**src/rtl/mem_dump_reader.sv**
```systemverilog
// -----------------------------------------------------------------------------
// mem_dump_reader
//
// Walks the data memory from address 0 to N_ADDRESS-1 through its asynchronous
// read port and serializes every word, least significant byte first, onto a
// valid/ready byte stream that feeds the debug UART transmitter. Used after
// program halt to ship the memory image to the host.
//
// Optional feature: define MEM_DUMP_HEADER_EN to prefix the dump with a
// two-byte header (8'hA5, then the word count) before the first word.
//
// Per-word sequence with the stream always ready:
//   READ (1 cycle, word latched) -> SEND (NB_DATA/8 cycles, one byte each)
// so each word costs 1 + NB_DATA/8 cycles, and DONE follows the last byte.
// -----------------------------------------------------------------------------
module mem_dump_reader #(
    parameter int NB_DATA    = 32,
    parameter int N_ADDRESS  = 64,
    parameter int NB_ADDRESS = $clog2(N_ADDRESS),
    parameter int NB_BYTE    = 8
) (
    input  logic                  i_clk,
    input  logic                  i_rst,
    input  logic                  i_start,
    output logic [NB_ADDRESS-1:0] o_r_addr,
    output logic                  o_r_en,
    input  logic [NB_DATA-1:0]    i_r_data,
    output logic [NB_BYTE-1:0]    o_tx_data,
    output logic                  o_tx_valid,
    input  logic                  i_tx_ready,
    output logic                  o_busy,
    output logic                  o_done
);

    // Bytes per memory word and the width of the counter that walks them.
    // NB_DATA is expected to be a whole number of bytes.
    localparam int N_BYTES = NB_DATA / NB_BYTE;
    localparam int NB_BCNT = (N_BYTES > 1) ? $clog2(N_BYTES) : 1;

    localparam logic [NB_ADDRESS-1:0] LAST_ADDR = NB_ADDRESS'(N_ADDRESS - 1);
    localparam logic [NB_BCNT-1:0]    LAST_BYTE = NB_BCNT'(N_BYTES - 1);

`ifdef MEM_DUMP_HEADER_EN
    // Header bytes sent ahead of the first word.
    localparam logic [NB_BYTE-1:0] HDR_MAGIC = NB_BYTE'(8'hA5);
    localparam logic [NB_BYTE-1:0] HDR_COUNT = NB_BYTE'(N_ADDRESS);

    typedef enum logic [2:0] {
        ST_IDLE,
        ST_READ,
        ST_SEND,
        ST_DONE,
        ST_HDR
    } state_t;
`else
    typedef enum logic [1:0] {
        ST_IDLE,
        ST_READ,
        ST_SEND,
        ST_DONE
    } state_t;
`endif

    state_t                state;
    logic [NB_ADDRESS-1:0] addr;      // word currently being dumped
    logic [NB_BCNT-1:0]    byte_cnt;  // byte of the word on the stream
    logic [NB_DATA-1:0]    word_q;    // word captured in READ

    // A byte leaves the block on any edge where both sides agree.
    logic tx_fire;
    assign tx_fire = o_tx_valid && i_tx_ready;

    // The read address is the word counter itself; it only changes at dump
    // start and when advancing to the next word, so it holds elsewhere.
    assign o_r_addr = addr;

    // Selects byte idx of a word, byte 0 being the least significant.
    function automatic logic [NB_BYTE-1:0] pick_byte(
        input logic [NB_DATA-1:0] word,
        input logic [NB_BCNT-1:0] idx
    );
        logic [NB_DATA-1:0] shifted;
        shifted = word >> (int'(idx) * NB_BYTE);
        return shifted[NB_BYTE-1:0];
    endfunction

    // Dump sequencer: state, counters, captured word and all registered outputs.
    // NOTE: every sequential assignment here is non-blocking so all registers
    // update together from pre-edge values; a blocking write would let later
    // lines in this block see a half-updated state.
    always_ff @(posedge i_clk or posedge i_rst) begin
        if (i_rst) begin
            state      <= ST_IDLE;
            addr       <= '0;
            byte_cnt   <= '0;
            word_q     <= '0;
            o_r_en     <= 1'b0;
            o_tx_data  <= '0;
            o_tx_valid <= 1'b0;
            o_busy     <= 1'b0;
            o_done     <= 1'b0;
        end else begin
            // NOTE: the default arm returns an illegal encoding to IDLE, so no
            // state value can leave the sequencer stuck.
            unique case (state)
                ST_IDLE: begin
                    if (i_start) begin
                        addr     <= '0;
                        byte_cnt <= '0;
                        o_busy   <= 1'b1;
`ifdef MEM_DUMP_HEADER_EN
                        state      <= ST_HDR;
                        o_tx_valid <= 1'b1;
                        o_tx_data  <= HDR_MAGIC;
`else
                        state  <= ST_READ;
                        o_r_en <= 1'b1;
`endif
                    end
                end

`ifdef MEM_DUMP_HEADER_EN
                ST_HDR: begin
                    if (tx_fire) begin
                        if (byte_cnt == '0) begin
                            byte_cnt  <= NB_BCNT'(1);
                            o_tx_data <= HDR_COUNT;
                        end else begin
                            // Header complete: the dump proper starts at word 0.
                            byte_cnt   <= '0;
                            o_tx_valid <= 1'b0;
                            o_r_en     <= 1'b1;
                            state      <= ST_READ;
                        end
                    end
                end
`endif

                ST_READ: begin
                    // Read data is combinational from the address, so it is
                    // captured at the end of this single cycle. Byte 0 is
                    // presented straight from the read port to save a cycle.
                    word_q     <= i_r_data;
                    byte_cnt   <= '0;
                    o_r_en     <= 1'b0;
                    o_tx_valid <= 1'b1;
                    o_tx_data  <= i_r_data[NB_BYTE-1:0];
                    state      <= ST_SEND;
                end

                ST_SEND: begin
                    // Without a handshake nothing changes, so the presented
                    // byte is held until it is taken.
                    if (tx_fire) begin
                        if (byte_cnt != LAST_BYTE) begin
                            byte_cnt  <= byte_cnt + 1'b1;
                            o_tx_data <= pick_byte(word_q, byte_cnt + 1'b1);
                        end else if (addr != LAST_ADDR) begin
                            addr       <= addr + 1'b1;
                            o_tx_valid <= 1'b0;
                            o_r_en     <= 1'b1;
                            state      <= ST_READ;
                        end else begin
                            // Last byte of the last word: the counter stops
                            // here rather than wrapping.
                            o_tx_valid <= 1'b0;
                            o_done     <= 1'b1;
                            state      <= ST_DONE;
                        end
                    end
                end

                ST_DONE: begin
                    o_done <= 1'b0;
                    o_busy <= 1'b0;
                    state  <= ST_IDLE;
                end

                default: begin
                    state      <= ST_IDLE;
                    o_r_en     <= 1'b0;
                    o_tx_valid <= 1'b0;
                    o_busy     <= 1'b0;
                    o_done     <= 1'b0;
                end
            endcase
        end
    end

endmodule

```
**config.mk**
```make
export PLATFORM = sky130hd
export DESIGN_NAME = mem_dump_reader
export DESIGN_NICKNAME = d
export VERILOG_FILES = /design/src/rtl/mem_dump_reader.sv
export SDC_FILE = /design/constraint.sdc
export NUM_CORES = 1
export LEC_CHECK = 0
export BUFFER_PORTS_ARGS = -buffer_cell sky130_fd_sc_hd__buf_2
export CAP_MARGIN = 20
export CORE_ASPECT_RATIO = 0.5
export CORE_MARGIN = 2
export CORE_UTILIZATION = 35
export DETAILED_ROUTE_END_ITERATION = 16
export PLACE_DENSITY_LB_ADDON = 0.15
export SLEW_MARGIN = 15
export SYNTH_ARGS = -nofsm -noshare
export SYNTH_HDL_FRONTEND = slang
export SYNTH_SLANG_ARGS = --single-unit
export TNS_END_PERCENT = 1
```
**constraint.sdc**
```tcl
create_clock -name i_clk -period 3.1 [get_ports i_clk]
set_clock_uncertainty 0.05 [all_clocks]
set_input_delay 0.31 -clock i_clk [delete_from_list [all_inputs] [get_ports i_clk]]
set_output_delay 0.31 -clock i_clk [all_outputs]
set_load 0.02 [all_outputs]
```
# --- Word level (Yosys, flattened, before mapping) ---
# Cells that the tools add are included.
word_totals:
  wordCells: 68
  in_bits: 36
  output_inout_bits: 18
  ff_bits: 54
op_classes:
  muxes: 30
  n_eq_ne: 11
  shifts: 1
  n_reduce_logical: 15
  n_addsub: 2
ops:
  columns: ["cell", "n"]
  rows:
  - ["$shr 32x5->8", 1]
  - ["$mux 6", 4]
  - ["$mux 8", 2]
  - ["$pmux 8 s2", 1]
  - ["$mux 2", 7]
  - ["$ne 2x2->1 const B", 7]
  - ["$pmux 6 s2", 1]
  - ["$reduce_and 5->1", 2]
  - ["$mux 1", 9]
  - ["$reduce_and 3->1", 3]
  - ["$pmux 2 s4", 1]
  - ["$reduce_and 4->1", 2]
  - ["$reduce_bool 2->1", 4]
  - ["$add 6x1->6 const B", 1]
  - ["$ne 6x6->1 const B", 1]
  - ["$pmux 1 s2", 3]
  - ["$pmux 2 s3", 1]
  - ["$eq 2x2->1 const B", 2]
  - ["$pmux 1 s3", 1]
  - ["$reduce_bool 3->1", 1]
  - ["$add 2x1->2 const B", 1]
  - ["$eq 2x1->1 const B", 1]
  - ["$logic_not 2->1", 1]
  - ["$reduce_and 2->1", 1]
  - ["$logic_and 1x1->1", 1]

# --- Longest topological paths before layout ---
# Gate-level depths: netlist (run 1).
logic_depth:
  word_depth: 5
  depth_mapped: 6
  depth_no_buf: 6

# --- Least setup slack after synthesis (run 1) ---
# No wires, ideal clock.
synth_timing:
  path_kind: "flip-flop to flip-flop"
  startpoint: "register byte_cnt[0]"
  endpoint: "register o_tx_data[6]"
  path_stages_with_launch: 6
  synth_period_minus_slack_ns: 1.586
  setup_ns: 0.122
  required_ns: 2.928
  path_buffers: 1
  t_arrival_ns: 1.414
  path_slack_ns: 1.514
  path_cell_list: "dfrtp_1 -> ha_1 -> buf_4 -> mux4_2 -> nor2_1 -> nor3_1"
synth_via:
  elab_chain_cells: 5
  elab_cells_between_ends: 8
  cone_classes: "1 x add/sub; 2 x eq/ne; 1 x shift; 3 x mux; 1 x reduce/logical"
synth_rtl:
  columns: ["item", "line_no", "text"]
  rows:
  - ["start: declaration", "66", "logic [NB_BCNT-1:0] byte_cnt;"]
  - ["start signal: assignment", "156", "byte_cnt <= byte_cnt + 1'b1;"]
  - ["$add 2x1->2", "157", "o_tx_data <= pick_byte(word_q, byte_cnt + 1'b1);"]
  - ["$shr 32x5->8", "83", "shifted = word >> (int'(idx) * NB_BYTE);"]
  - ["$mux 8", "155", "if (byte_cnt != LAST_BYTE) begin"]
  - ["$mux 8", "154", "if (tx_fire) begin"]
  - ["$pmux 8 s2", "105", "unique case (state)"]
  - ["end signal: assignment", "147", "o_tx_data <= i_r_data[NB_BYTE-1:0];"]
  - ["end signal: assignment", "157", null]
  - ["end: declaration", "28", "output logic [NB_BYTE-1:0] o_tx_data,"]
# Parallel ways exist; a longest one is shown, timed or not. The select of a mux whose other input is x is not followed.
# A chain may end at the register's enable or synchronous reset.

# --- Worst setup path after layout (run 1) ---
# Ends and elaborated chain as after synthesis.

==> results.md, run 1 <==
- Outcome: finished, final reports clean
- Drt pass-1 iters: 4
- Post-Layout Cell Count: 410
- Initial antenna violation count: 0
- DR iter-0 viols: 116
- Part of the Yosys area used for sequential elements: 52.9%
- Worst hold path type: in2async
- Crit. path cell count: 4
- Core Util, Final: 43.9%
- Sequential share of power: 44.8%
- Fin. max-slew vios: 0
- Yosys top cell area share: 52.9%
- Core area: 6860 um2
- Peak Freq: 0.462 GHz
- RSZ-0062 raised after global routing: false
- Commonest non-fill, non-tap cell in the layout: nand2_1
- Critical-path maximum fanout: 11
- FF+latch count, synth: 54
- Fin nets: 356
- Cell variety after synth: 40
- Clock Sinks: 54
- CTS Buf Count: 5
- Remaining antenna violation count: 0
- Critical Path RT: 3.23 ns
- Tmin final: 2.16 ns
- Vias: 1,990
- Total track usage: 15.4%
- Final WS setup: 0.936 ns
- Die footprint: 8030 um2
- Worst-path clk slew: 0.07 ns
- Switching Share: 37.7%
- Arr. time, crit path: 2.30 ns
- Worst Setup Start Kind: flop
- Internal Power: 1.74 mW
- Slew HR: 43.7%
- Skew-Pair Late Insertion Delay: 0.29 ns
- Post_cts resized: 0
- CP Capture Type: flop
- First-pass GRT wire length: 9830 um
- Worst path cell trace: ha_1, mux4_2, nor2_1, nor3_1
- Hold_buf cts: 0
- CTS tree: done
- Htree depth: 2
- Max VDD drop: 0.283 mV
- Max-cap violations: 0
- Longest Clk Path Bufs: 2
- P per Cell Area: 926 nW/um2
- Setup bufs post-CTS: 0
- Num rows: 21
- GPL Wtd Cong: 0.793
- Post-synthesis instance total: 268
- Worst Reg-to-Reg Cells: 4
- Clock root buffer: clkbuf_16
- Initial core utilization: 37.2%
- Wire per inst: 14.1 um
- Placed cells: 403
- Synth warn: 0
- Setup Viol. Count Final: 0
- Fin. Hold Viols: 0
- N_diodes: 0
- Die Y: 64.4 um
- Port buffer count: 53
- Syn_nets: 306
- TNS Setup: 0 ns
- Crit path buffers/inverters: 0
- Area growth, synth to finish: 17.9%
- Area leader, netlist: dfrtp_1
- Most frequent cells in the layout: nand2_1 (103), dfrtp_1 (54), buf_2 (53)
- Placement Setup Slack: 0.939 ns
- Vias in the first global route: 1,960
- Largest net degree at the start of global routing: 39
- HPWL after DPL: 3930 um
- Die Width: 125 um
- Clk network pwr share: 19.7%
- Routed WL: 5790 um
- Synth area leaders: dfrtp_1 (53%), nand2_1 (15%), mux4_2 (7.1%), nor2_1 (2.5%), nor3_1 (2.2%)
- Slew @ Worst Pin: 0.842 ns
- Layout cell share with drive strength beyond 1: 25.8%
- Psw: 1.05 mW
- CP startpoint: byte_cnt[0]
- Combinational power share: 35.5%
- Family with the most delay on the worst path: adder cells
- Tot Pwr: 2.79 mW
- Worst R2R Start: byte_cnt[0]
- Critical Path Max Stage Delay: 0.68 ns
- Final Cycle Share: 69.8%
- Leak: 1.48 nW
- DR vias/cell: 4.85
- Mean post-synth cell area: 9.52 um2
- CP Class: reg2reg
- Netlist Area Pre-Place: 2550 um2
- Congestion Overflow GR: 0
- I/O pin count: 54
- Slowest cell on crit path: ha_1
- DR DRC count: 0
[worst reg2reg max path: stages (launching register included)]
cell and delay (ns):
dfrtp_1 0.60, ha_1 0.69, mux4_2 0.56, nor2_1 0.10, nor3_1 0.06
[power groups by stage]
stage	clock network, mW	registers, mW	logic, mW
2_1_floorplan	0	1.22	0.788
3_3_place_gp	0	1.24	0.968
3_5_place_dp	0	1.25	0.997
4_1_cts	0.570	1.25	1.00
5_1_grt	0.597	1.29	1.11
6_report	0.549	1.25	0.990
[cell usage after synthesis, drive strengths merged]
cell type,n
a21o,1
a31oi,1
a22oi,2
ha,2
dfrtp,54
o22ai,3
nand2b,5
mux2i,4
or2,1
o21ai,12
o31ai,1
nand2,104
buf,9
clkbuf,3
a21oi,7
nor3,12
nor2b,1
nand4,1
inv,6
a41oi,2
mux4,8
nand3,5
and4,1
nor3b,1
and2b,1
or3,1
nor2,18
and4bb,1
o2bb2ai,1
[cell families (layout without fill, tap and decap cells)]
group           count (synthesis)  count (layout)  share of synthesized area (%)
simple gates                  152             152                           25.9
flops                          54              54                           52.9
compound gates                 30              30                           7.60
buf+inv                        18              68                           3.92
mux                            12              12                           8.63
fa+ha+maj                       2               2                          0.980
[cell type report]
| cell class | instances | area, um2 |
|---|---|---|
| clock buffers | 5 | 125 |
| clock inverters | 2 | 15.0 |
| fillers | 704 | 3850 |
| inverters | 6 | 22.5 |
| multi-input cells | 196 | 1100 |
| flip-flops and latches | 54 | 1350 |
| well taps | 92 | 115 |
| repair buffers | 55 | 280 |
[registers in the layout (all words and copies together), names as in the netlist]
signal	flops
word_q	32
o_tx_data	8
o_r_addr	6
byte_cnt	2
state	2
o_busy	1
o_done	1
o_r_en	1
o_tx_valid	1
[final timing paths]
kind	slack, ns	endpoint
hold reg to reg	0.42	word_q[25]
min in group i_clk	0.15	word_q[10]
setup reg to reg	0.94	o_tx_data[6]
hold / removal	0.07	state[1]
max in group asynchronous	2.16	word_q[13]
setup / recovery	0.94	o_tx_data[6]
[metal layers]
layer | track usage [%] | part of all wire [%] | up-vias
li1 | - | - | 991
met1 | 20.9 | 48 | 940
met2 | 24.2 | 46 | 54
met3 | 4.27 | 4.4 | 5
met4 | 5.06 | 1.1 | 0
met5 | 0 | 0 | -
[through the flow]
stage / hold slack, ns / cell area (um2)
after floorplan: 0.365 / 2550
after global placement: 0.401 / 2870
after detailed placement: 0.410 / 2870
after CTS: 0.0940 / 3010
after global routing: 0.145 / 3010
final: 0.0703 / 3010
Power figures use the tool's default switching activity.
==> run 2, diff against run 1 <==
- clock period: 3.1 -> 2.2 ns (I/O delays scaled with it)
==> results.md, run 2 (same netlist as run 1, synthesis figures left out) <==
- Fin. Hold Viols: 0 (unchanged)
- Family with the most delay on the worst path: simple AND/OR/NAND/NOR gates
- P per Cell Area: 1340 nW/um2 (+44%)
- Drt pass-1 iters: 4 (unchanged)
- Critical Path RT: 2.37 ns (-0.86 ns)
- Max VDD drop: 0.423 mV (+49%)
- Leak: 1.54 nW (+4.1%)
- Worst path cell trace: nand2b_1, nor3_2, nor3_1, nor3_1
- Congestion Overflow GR: 0 (unchanged)
- Vias in the first global route: 2,072 (+5.7%)
- Final Cycle Share: 77.4% (+7.6 points)
- Critical Path Max Stage Delay: 0.71 ns (+0.03 ns)
- Longest Clk Path Bufs: 2 (unchanged)
- I/O pin count: 54 (unchanged)
- CTS tree: done
- Die Width: 125 um (unchanged)
- Internal Power: 2.65 mW (+53%)
- Met2 routed WL: 2570 um (-3.8%)
- Die footprint: 8030 um2 (unchanged)
- First-pass GRT wire length: 10,200 um (+4.0%)
- Fin nets: 363 (+2.0%)
- Worst hold path type: in2reg
- Critical-path maximum fanout: 18 (+7)
- Most frequent cells in the layout: nand2_1 (103), dfrtp_1 (54), buf_2 (53)
- Combinational power share: 35.7% (+0.2 points)
- HPWL after DPL: 4170 um (+6.0%)
- CP Capture Type: flop
- Clock root buffer: clkbuf_16
- Core area: 6860 um2 (unchanged)
- Vias: 2,045 (+2.8%)
- Switching Share: 36.2% (-1.5 points)
- Clk network pwr share: 23.0% (+3.3 points)
- DR iter-0 viols: 100 (-14%)
- Most flops, register: word_q
- Area growth, synth to finish: 21.6%
- GPL Wtd Cong: 0.776 (-2.2%)
- Arr. time, crit path: 1.87 ns (-0.43 ns)
- N_diodes: 0 (unchanged)
- Post-Layout Inst Area: 3100 um2 (+3.1%)
- Total track usage: 16.2% (+0.78 points)
- M1 WL: 2890 um (+3.1%)
- CTS Buf Count: 5 (unchanged)
- Layout cell share with drive strength beyond 1: 27.3% (+1.5 points)
- Max-cap violations: 0 (unchanged)
- Most frequent CP cell: nor3_1
- Psw: 1.50 mW (+43%)
- Routed WL: 5850 um (+1.0%)
- Skew-Pair Late Insertion Delay: 0.30 ns (about the same)
- Setup bufs post-CTS: 0 (unchanged)
- Tmin final: 1.70 ns (-0.460 ns)
- Commonest non-fill, non-tap cell in the layout: nand2_1
- Slew HR: 62.1% (+18 points)
- Placed Area: 2920 um2 (+1.6%)
- Num rows: 21 (unchanged)
- Htree depth: 2 (unchanged)
- Slowest cell on crit path: dfrtp_1
- Die Y: 64.4 um (unchanged)
- Wire per inst: 14.0 um (-0.93%)
- Initial core utilization: 37.2% (unchanged)
- Clock Sinks: 54 (unchanged)
- CP Class: reg2reg
- Met3 wire len: 280 um (+10%)
- Port buffer count: 53 (unchanged)
- Worst-path clk slew: 0.07 ns (about the same)
- RSZ-0062 raised after global routing: false
- Max reg flops: 32 (unchanged)
- Worst Setup Start Kind: flop
- Sequential share of power: 41.3% (-3.5 points)
- Crit path buffers/inverters: 0 (unchanged)
- Largest net degree at the start of global routing: 23 (-41%)
- Initial antenna violation count: 0 (unchanged)
- Setup Viol. Count Final: 0 (unchanged)
- Slew @ Worst Pin: 0.569 ns (-0.273 ns)
- DR vias/cell: 4.89 (+0.80%)
- Fin. max-slew vios: 0 (unchanged)
- Peak Freq: 0.587 GHz (+27%)
- TNS Setup: 0 ns (unchanged)
- Remaining antenna violation count: 0 (unchanged)
- Outcome: finished, final reports clean
- Top sig layer: met4
- DR DRC count: 0 (unchanged)
run 2: timing repair:
action / CTS / global route
hold endpoints to repair: 17 / 0
hold buffers: 1 / 0
resized for setup: 0 / 0
run 2: per-layer routing:
metal,vias up,global-route usage (%)
met2,53,25.1
met5,-,0
met4,0,6.32
li1,1008,-
met3,12,4.10
met1,972,22.0
run 2: per-stage QoR:
stage	hold WS (ns)	power (mW)	instances	util, %	worst slack (ns)
floorplan	0.275	2.82	268	-	0.614
CTS	0.0479	4.21	418	45.2	0.488
global route	0.0587	4.49	418	45.2	0.326
finish	0.0570	4.15	418	45.2	0.496
global placement	0.201	3.19	409	42.5	0.582
detailed placement	0.200	3.24	409	42.5	0.493
run 2: final cells by class:
cell class	instances	area (um2)
inverter	6	22.5
tap	92	115
clock inverter	2	38.8
timing repair buffer	62	335
clock buffer	6	139
sequential	54	1350
fill	681	3750
multi-input combinational	196	1100
run 2: path summary, 6_finish.rpt:
check | end | slack (ns) | startpoint | cells after the start
setup / recovery | o_tx_data[3] | 0.50 | state[1] | 4
hold / removal | word_q[13] | 0.06 | i_r_data[13] | 3
setup reg to reg | o_tx_data[3] | 0.50 | state[1] | 4
hold reg to reg | word_q[24] | 0.43 | word_q[24] | 2
max in group asynchronous | word_q[14] | 1.07 | i_rst | 4
min in group asynchronous | state[1] | 0.42 | i_rst | 3
run 2: power by group through the flow:
stage | Clock (mW) | Combinational (mW) | Sequential (mW)
after global routing | 1.03 | 1.68 | 1.78
final | 0.953 | 1.48 | 1.71
after detailed placement | 0 | 1.51 | 1.73
after global placement | 0 | 1.47 | 1.73
after CTS | 0.979 | 1.51 | 1.72
after floorplan | 0 | 1.11 | 1.71
run 2: tightest hold or removal path: cells and delay by family:
kind | cells | cell delay (ns)
simple gates | 2 | 0.08
buf+inv | 1 | 0.07
==> run 3, diff against run 2 <==
- clock period: 2.2 -> 1.5 ns (I/O delays scaled with it)
==> results.md, run 3 (same netlist as run 1, synthesis figures left out) <==
- Area growth, synth to finish: 34.0%
- Fin. max-slew vios: 0 (unchanged)
- Wire per inst: 12.9 um (-7.9%)
- Remaining antenna violation count: 0 (unchanged)
- Worst hold path type: in2reg
- Routed WL: 5720 um (-2.2%)
- I/O pin count: 54 (unchanged)
- Clock root buffer: clkbuf_16
- Peak Freq: 0.659 GHz (+12%)
- RSZ-0062 raised after global routing: true
- Core area: 6860 um2 (unchanged)
- Multi-input gate area: 1130 um2 (+2.5%)
- Placement Setup Slack: -0.0850 ns (-0.578 ns)
- Worst Setup Start Kind: flop
- Die Y: 64.4 um (unchanged)
- Tot Pwr: 6.22 mW (+50%)
- Htree depth: 2 (unchanged)
- Final Cycle Share: 101% (+24 points)
- Setup Viol. Count Final: 1 (+1)
- Die Width: 125 um (unchanged)
- Arr. time, crit path: 1.65 ns (-0.22 ns)
- Initial antenna violation count: 0 (unchanged)
- GPL Wtd Cong: 0.807 (+4.0%)
- DR iter-0 viols: 141 (+41%)
- CTS Buf Count: 5 (unchanged)
- Core Util, Final: 49.9% (+4.6 points)
- Slew @ Worst Pin: 0.287 ns (-0.282 ns)
- Outcome: finished, violations left
- HPWL after DPL: 4130 um (-0.93%)
- Slew HR: 80.9% (+19 points)
- Fin nets: 390 (+7.4%)
- Clock Sinks: 54 (unchanged)
- Layout fillers: 668 (-1.9%)
- CP Capture Point: o_tx_data[6]
- Critical Path RT: 1.63 ns (-0.74 ns)
- P per Cell Area: 1820 nW/um2 (+36%)
- First-pass GRT wire length: 10,200 um (about the same)
- Post-Layout Cell Count: 444 (+6.2%)
- CP Capture Type: flop
- N_diodes: 0 (unchanged)
- Die footprint: 8030 um2 (unchanged)
- Vias: 2,134 (+4.4%)
- Max VDD drop: 0.607 mV (+43%)
- HP Start: i_r_data[23]
- Vias in the first global route: 2,216 (+6.9%)
- Num rows: 21 (unchanged)
- DR vias/cell: 4.81 (-1.8%)
- Reg2Reg Setup Slack: -0.02 ns (-0.51 ns)
- Tmin final: 1.52 ns (-0.185 ns)
- Failing checks: negative setup slack
- Most frequent cells in the layout: nand2_1 (103), buf_2 (53), dfrtp_1 (52)
- Most flops, register: word_q
- Max-cap violations: 0 (unchanged)
- CP startpoint: byte_cnt[0]
- Total track usage: 15.9% (-0.34 points)
- Max reg flops: 32 (unchanged)
- Largest net degree at the start of global routing: 55 (+140%)
- Worst Reg-to-Reg Cells: 4 (unchanged)
- CP Class: reg2reg
- Initial core utilization: 37.2% (unchanged)
- Critical Path Max Stage Delay: 0.49 ns (-0.22 ns)
- DR DRC count: 0 (unchanged)
- Worst-path clk slew: 0.07 ns (about the same)
- Port buffer count: 53 (unchanged)
- Skew-Pair Late Insertion Delay: 0.29 ns (about the same)
- Congestion Overflow GR: 0 (unchanged)
- Leak: 1.67 nW (+8.8%)
- Longest Clk Path Bufs: 2 (unchanged)
- Worst path cell trace: ha_4, mux4_2, nor2_1, nor3_1
- Reg area: 1350 um2 (+0.19%)
- Setup bufs post-CTS: 0 (unchanged)
- CTS tree: done
- Layout cell share with drive strength beyond 1: 28.7% (+1.4 points)
- Fin. Hold Viols: 0 (unchanged)
- Drt pass-1 iters: 4 (unchanged)
- Critical-path maximum fanout: 3 (-15)
- Slowest cell on crit path: mux4_2
- Commonest non-fill, non-tap cell in the layout: nand2_1
- Final WS setup: -0.0185 ns (-0.515 ns)
- Critical R2R Capture: o_tx_data[6]
- Placed cells: 418 (+2.2%)
- Worst R2R Start: byte_cnt[0]
==> run 3: how the worst min path moves through the flow <==
stage	to	slack, ns	depth (start not counted)
final	word_q[23]	0.005	3
after global routing	word_q[19]	0.008	3
after CTS	word_q[24]	0.001	3
after detailed placement	o_r_addr[0]	0.18	3
after global placement	o_r_addr[1]	0.17	3
after floorplan	word_q[0]	0.21	2
==> run 3: area by class of cell <==
cell class / count / area share (%)
Clock buffer: 5 / 3.66
Tap cell: 92 / 3.37
Inverter: 6 / 0.659
Timing Repair Buffer: 89 / 18.6
Sequential cell: 54 / 39.6
Multi-Input combinational cell: 196 / 33.0
Clock inverter: 2 / 1.13
==> run 3: per-stage QoR <==
stage | instance area [um2] | setup TNS [ns] | hold slack, ns
6_report | 3420 | -0.0185 | 0.00485
5_1_grt | 3420 | -0.193 | 0.00795
4_1_cts | 3390 | -0.0175 | 0.00109
3_5_place_dp | 3020 | -0.350 | 0.178
3_3_place_gp | 3020 | -0.0222 | 0.171
2_1_floorplan | 2560 | -0.860 | 0.205
==> run 3: worst max-delay path: cells and delay by family (launching register included) <==
family,cells,cell delay (ns)
muxes,1,0.49
and+or+nand+nor,2,0.16
adders and majority gates,1,0.30
DFF,1,0.41
==> run 3: power by group <==
group	internal, mW	total, mW	switching [mW]	leakage, nW
sequential	2.08	2.48	0.402	0.664
combinational	1.18	2.46	1.29	0.931
clock	0.781	1.28	0.501	0.0799
total	4.03	6.22	2.19	1.67
==> run 3: routing by layer <==
layer  global-route usage, %  vias up  share of wire [%]
met3                    4.19        8                3.9
met2                    26.0       32                 46
li1                        -     1062                  -
met1                    21.1     1032                 49
met5                       0        -                  0
met4                    4.35        0                1.0
==> run 3: timing repair <==
| action | CTS | global route |
|---|---|---|
| pin swaps | 1 | 0 |
| gates resized for setup | 2 | 8 |
| endpoints found under the hold margin | 72 | 0 |
| gates cloned | 0 | 0 |
| setup endpoints to repair | 9 | 14 |
| hold buffers | 19 | 0 |
